File: config.mk
export PLATFORM = sky130hd
export DESIGN_NAME = mem_ctrl_arbiter
export DESIGN_NICKNAME = d
export VERILOG_FILES = /design/src/rtl/mem_ctrl_arbiter.sv
export SDC_FILE = /design/constraint.sdc
export NUM_CORES = 1
export LEC_CHECK = 0
export CORE_AREA = 2 2 232 234
export CTS_CLUSTER_DIAMETER = 80
export CTS_CLUSTER_SIZE = 40
export DETAILED_ROUTE_END_ITERATION = 16
export DIE_AREA = 0 0 234 236
export SYNTH_ARGS = -nofsm -noshare
export SYNTH_HDL_FRONTEND = slang
export SYNTH_SLANG_ARGS = --single-unit
File: constraint.sdc
create_clock -name clk -period 1.9 [get_ports clk]
set_input_delay 0.38 -clock clk [delete_from_list [all_inputs] [get_ports clk]]
set_output_delay 0.38 -clock clk [all_outputs]
set_load 0.05 [all_outputs]
File: src/rtl/mem_ctrl_arbiter.sv
// Shares one main-memory request port between icache and dcache; icache has fixed priority.
// Define MEM_ARB_FAIRNESS_EN to let a starved dcache win after STARVE_LIMIT icache grants.
module mem_ctrl_arbiter #(
    parameter int ADDR_W       = 26,
    parameter int DATA_W       = 128,
    parameter int STARVE_LIMIT = 4
) (
    input  logic              clk,
    input  logic              rst_aL,
    input  logic              icache_req_valid,
    input  logic [ADDR_W-1:0] icache_req_block_addr,
    output logic              icache_req_ready,
    output logic              icache_resp_valid,
    input  logic              dcache_req_valid,
    input  logic              dcache_req_type,
    input  logic [ADDR_W-1:0] dcache_req_block_addr,
    input  logic [DATA_W-1:0] dcache_req_block_data,
    output logic              dcache_req_ready,
    output logic              dcache_resp_valid,
    output logic [DATA_W-1:0] resp_block_data,
    output logic              mem_req_valid,
    output logic              mem_req_type,
    output logic [ADDR_W-1:0] mem_req_block_addr,
    output logic [DATA_W-1:0] mem_req_block_data,
    input  logic              mem_req_ready,
    input  logic              mem_resp_valid,
    input  logic [DATA_W-1:0] mem_resp_block_data
);

    typedef enum logic [1:0] {
        IDLE = 2'd0,
        REQ  = 2'd1,
        RESP = 2'd2
    } state_t;

    state_t            state;
    state_t            state_nxt;
    logic              owner;
    logic              req_type_q;
    logic [ADDR_W-1:0] req_addr_q;
    logic [DATA_W-1:0] req_data_q;
    logic              req_valid_q;
    logic              grant_i;
    logic              grant_d;
    logic              resp_fire;
    logic              dcache_first;

    // The starve counter is 3 bits wide, so the limit must be reachable.
    if (STARVE_LIMIT < 1 || STARVE_LIMIT > 7) begin : g_limit_check
        $error("STARVE_LIMIT must be in 1..7");
    end

`ifdef MEM_ARB_FAIRNESS_EN
    logic [2:0] starve_cnt;

    assign dcache_first = (starve_cnt == 3'(STARVE_LIMIT)) && icache_req_valid && dcache_req_valid;

    always_ff @(posedge clk or negedge rst_aL) begin
        if (!rst_aL) begin
            starve_cnt <= 3'd0;
        end else if (state == IDLE) begin
            if (grant_d || !dcache_req_valid) begin
                starve_cnt <= 3'd0;
            end else if (grant_i && starve_cnt != 3'd7) begin
                starve_cnt <= starve_cnt + 3'd1;
            end
        end
    end
`else
    assign dcache_first = 1'b0;
`endif

    always_ff @(posedge clk or negedge rst_aL) begin
        if (!rst_aL) begin
            state <= IDLE;
        end else begin
            state <= state_nxt;
        end
    end

    // Grants and responses are combinational so a requester sees ready in its own valid cycle.
    always_comb begin
        state_nxt = state;
        grant_i   = 1'b0;
        grant_d   = 1'b0;
        resp_fire = 1'b0;
        case (state)
            IDLE: begin
                if (rst_aL) begin
                    grant_i = icache_req_valid && !dcache_first;
                    grant_d = dcache_req_valid && (!icache_req_valid || dcache_first);
                end
                if (grant_i || grant_d) begin
                    state_nxt = REQ;
                end
            end
            REQ: begin
                if (mem_req_ready) begin
                    state_nxt = req_type_q ? IDLE : RESP;
                end
            end
            RESP: begin
                resp_fire = mem_resp_valid;
                if (mem_resp_valid) begin
                    state_nxt = IDLE;
                end
            end
            default: state_nxt = IDLE;
        endcase
    end

    always_ff @(posedge clk or negedge rst_aL) begin
        if (!rst_aL) begin
            owner       <= 1'b0;
            req_type_q  <= 1'b0;
            req_addr_q  <= '0;
            req_data_q  <= '0;
            req_valid_q <= 1'b0;
        end else begin
            if (grant_i) begin
                owner       <= 1'b0;
                req_type_q  <= 1'b0;
                req_addr_q  <= icache_req_block_addr;
                req_data_q  <= '0;
                req_valid_q <= 1'b1;
            end else if (grant_d) begin
                owner       <= 1'b1;
                req_type_q  <= dcache_req_type;
                req_addr_q  <= dcache_req_block_addr;
                req_data_q  <= dcache_req_block_data;
                req_valid_q <= 1'b1;
            end else if (req_valid_q && mem_req_ready) begin
                req_valid_q <= 1'b0;
            end
        end
    end

    assign icache_req_ready   = grant_i;
    assign dcache_req_ready   = grant_d;
    assign icache_resp_valid  = resp_fire && !owner;
    assign dcache_resp_valid  = resp_fire && owner;
    assign resp_block_data    = resp_fire ? mem_resp_block_data : '0;
    assign mem_req_valid      = req_valid_q;
    assign mem_req_type       = req_type_q;
    assign mem_req_block_addr = req_addr_q;
    assign mem_req_block_data = req_data_q;

endmodule
==> impl_metrics.ini <==
[synthesis]
netlist_area_um2 = 6870
yosysTopAreaCellShare = 0.579
synth.avg_cell_area_um2 = 12.0
synth_cell_types = 27
synth_seq_cells = 159
synthTopCellsByArea = dfrtp_1 58%, a22o_1 16%, and2_1 12%, a32oi_1 3.2%, a22oi_1 2.8%
ys_seq_area_frac = 0.579
synth_nets = 886
syn_inst = 571
yosysTopAreaCell = dfrtp_1
ys.warnings.count = 0

[clock_network]
cts_num_sinks = 159
clock_path_buffers = 2
tritoncts = done
h-tree-depth = 4
numCtsBuffers = 17
insertion_delay_ns = 0.48
clockRootBuffer = clkbuf_16
clk_pin_slew_ns = 0.08

[detailed_routing]
viasPerCell = 4.05
ant_nets = 0
drtPass1Iterations = 6
drt_iter0_markers = 328
drc = 0
wl_per_cell_um = 26.0
routed_wl_um = 50100
num_vias = 7787

[placed_design]
hpwl_um = 38500
routabilityCongestion = 0.913
numPortBuffers = 602

[worst_setup_path]
worst-path-max-fanout = 23
r2r-end = mem_req_block_data[7]$_DFFE_PN0P_
endpoint = resp_block_data[15]
end_kind = output port
crit_arrival_ns = 1.79
startpoint_type = input port
path_class = input port to output port
r2r_cells = 6
startpoint = mem_resp_valid
rrSetupSlack_ns = 0.10
reg2reg_from = state[1]$_DFFE_PN0P_
required_ns = 1.52

[sta]
hold_slack_ns = 0.385
tns_ns = -31.72
finalCriticalPeriod_ns = 2.17
period_share = 1.14
slew_headroom = 0.622
final_hold_viol_count = 0
tightest_slew_ns = 0.567
setup_viol = 132
fin_skew_ns = 0.0181
fmax_ghz = 0.460
drv_slew = 0
rsz0062_at_grt = true
fin_ws_ns = -0.273

[floorplanning]
fp.dieH_um = 236
rows = 85
core_area_um2 = 53100
die_w_um = 234
io_pins = 603
floorplan.initialDensity = 0.129
dieArea_um2 = 55200

[power_and_ir_drop]
pwr_density_cell_nw_per_um2 = 1430
power_switching_mw = 11.7
p_total_mw = 23.7
combinationalPowerShare = 0.604
p_clk_frac = 0.154
p_seq_frac = 0.243
p_leak_nw = 7.51
p_int_mw = 12.1
vdd_ir_drop_max_uv = 859
netSwitchingFraction = 0.492

[finish]
finalNetCount = 1529
post-route-util = 0.312
multiInputGateArea_um2 = 2970
area_delta_synth_final_pct = 141
drive_gt1_frac = 0.382
seqCellArea_um2 = 3980
fillers = 5351

[global_routing]
grt.total_usage = 0.170
antenna_found_initial = 11
grt_pass1_vias = 8049
gr-total-overflow = 0
grt_max_degree = 92
grt_first_pass_wirelength_um = 63600

[hold_path]
worstHoldPathType = input port to asynchronous set/reset pin

[run]
drv_cap = 0

[status]
violations = setup timing
status = finished, violations left
worst min path at each step:
stage | slack (ns) | cells past startpoint | endpoint | start
floorplan | 0.08 | 0 | mem_req_block_addr[0]$_DFFE_PN0P_ | rst_aL
CTS | 0.38 | 3 | mem_req_block_addr[0]$_DFFE_PN0P_ | rst_aL
global placement | 0.19 | 1 | owner$_DFFE_PN0P_ | rst_aL
detailed placement | 0.20 | 1 | owner$_DFFE_PN0P_ | rst_aL
global route | 0.41 | 2 | owner$_DFFE_PN0P_ | rst_aL
finish | 0.39 | 2 | owner$_DFFE_PN0P_ | rst_aL
power by group through the flow:
stage | Clock, mW | Combinational (mW) | Sequential, mW
after floorplan | 0 | 3.21 | 10.3
after global placement | 0 | 13.8 | 5.76
after detailed placement | 0 | 13.9 | 5.75
after CTS | 3.78 | 14.0 | 5.75
after global routing | 3.89 | 14.8 | 5.92
final | 3.64 | 14.3 | 5.76
worst max-delay path: stages:
cell and delay, ns:
clkdlybuf4s50_1 0.54, nand2_4 0.08, nor2_4 0.13, buf_12 0.17
buf_12 0.16, and2_4 0.17, buf_12 0.13
placed cells by master, fill, tap and decap left out, drive strengths merged, types with 3 or more instances in the layout:
cell / Yosys / final
inv: 3 / 12
a22oi: 26 / 26
dfrtp: 159 / 159
a32oi: 25 / 25
and2: 129 / 129
a22o: 129 / 129
clkbuf: 31 / 23
clkinv: 0 / 4
dlygate4sd2: 0 / 67
buf: 25 / 292
o21ai: 3 / 3
clkdlybuf4s50: 0 / 313
nand2: 27 / 27
state kept, by name (all words and copies together) (netlist names):
name / flops
state: 2
mem_req_type: 1
mem_req_block_addr: 26
mem_req_block_data: 128
mem_req_valid: 1
owner: 1
logic make-up (layout without fill, tap and decap cells):
family,Yosys count,in the layout,synth area share
flops,159,159,0.579
compound gates,185,185,0.230
other cells,0,2,0
simple gates,168,168,0.144
buf+inv,59,715,0.0466
what timing repair did:
| item | in CTS | in global routing |
|---|---|---|
| pin swaps | 4 | 6 |
| buffers inserted | 8 | 7 |
| hold endpoints to repair | 12 | 0 |
| gates resized for setup | 181 | 38 |
| endpoints found under the setup margin | 199 | 254 |
| hold buffers | 2 | 0 |
| gates cloned | 3 | 7 |
through the flow:
stage,cells,setup slack [ns],cell area (µm²)
4_1_cts,1912,-0.338,16300
3_5_place_dp,1867,-0.325,15300
2_1_floorplan,571,0.00517,6880
5_1_grt,1925,-0.354,16600
3_3_place_gp,1867,-0.353,15300
6_report,1925,-0.273,16600
final cells by class:
class	instances	share of cell area
tap	696	0.0525
clock inverter	15	0.0112
antenna	2	0.000302
sequential	159	0.240
clock buffer	17	0.0257
timing repair buffer	680	0.491
inverter	3	0.000679
multi-input combinational	353	0.179
Yosys cell counts:
library cell	instances
a22o_1	129
a22oi_1	26
a2bb2oi_1	1
a32oi_1	25
and2_1	129
and3_1	1
buf_1	1
buf_2	13
buf_4	1
buf_6	9
buf_8	1
clkbuf_1	31
dfrtp_1	159
inv_1	2
inv_2	1
nand2_1	27
nand2b_1	2
nand3_1	1
nand4_1	1
nor2_1	2
nor3_1	1
nor3b_2	1
nor4bb_1	2
o21ai_0	2
o21ai_2	1
o32ai_1	1
or3b_1	1
metal layers:
layer / wire, µm / vias to the layer above / part of all wire / global-route usage
met2: 26600 / 456 / 0.53 / 0.313
met3: 4390 / 84 / 0.088 / 0.0621
li1: - / 3383 / - / -
met1: 16200 / 3850 / 0.32 / 0.154
met5: 81 / - / 0.0016 / 0
met4: 2840 / 14 / 0.057 / 0.112
No activity file was read; power rests on OpenSTA's default activity.
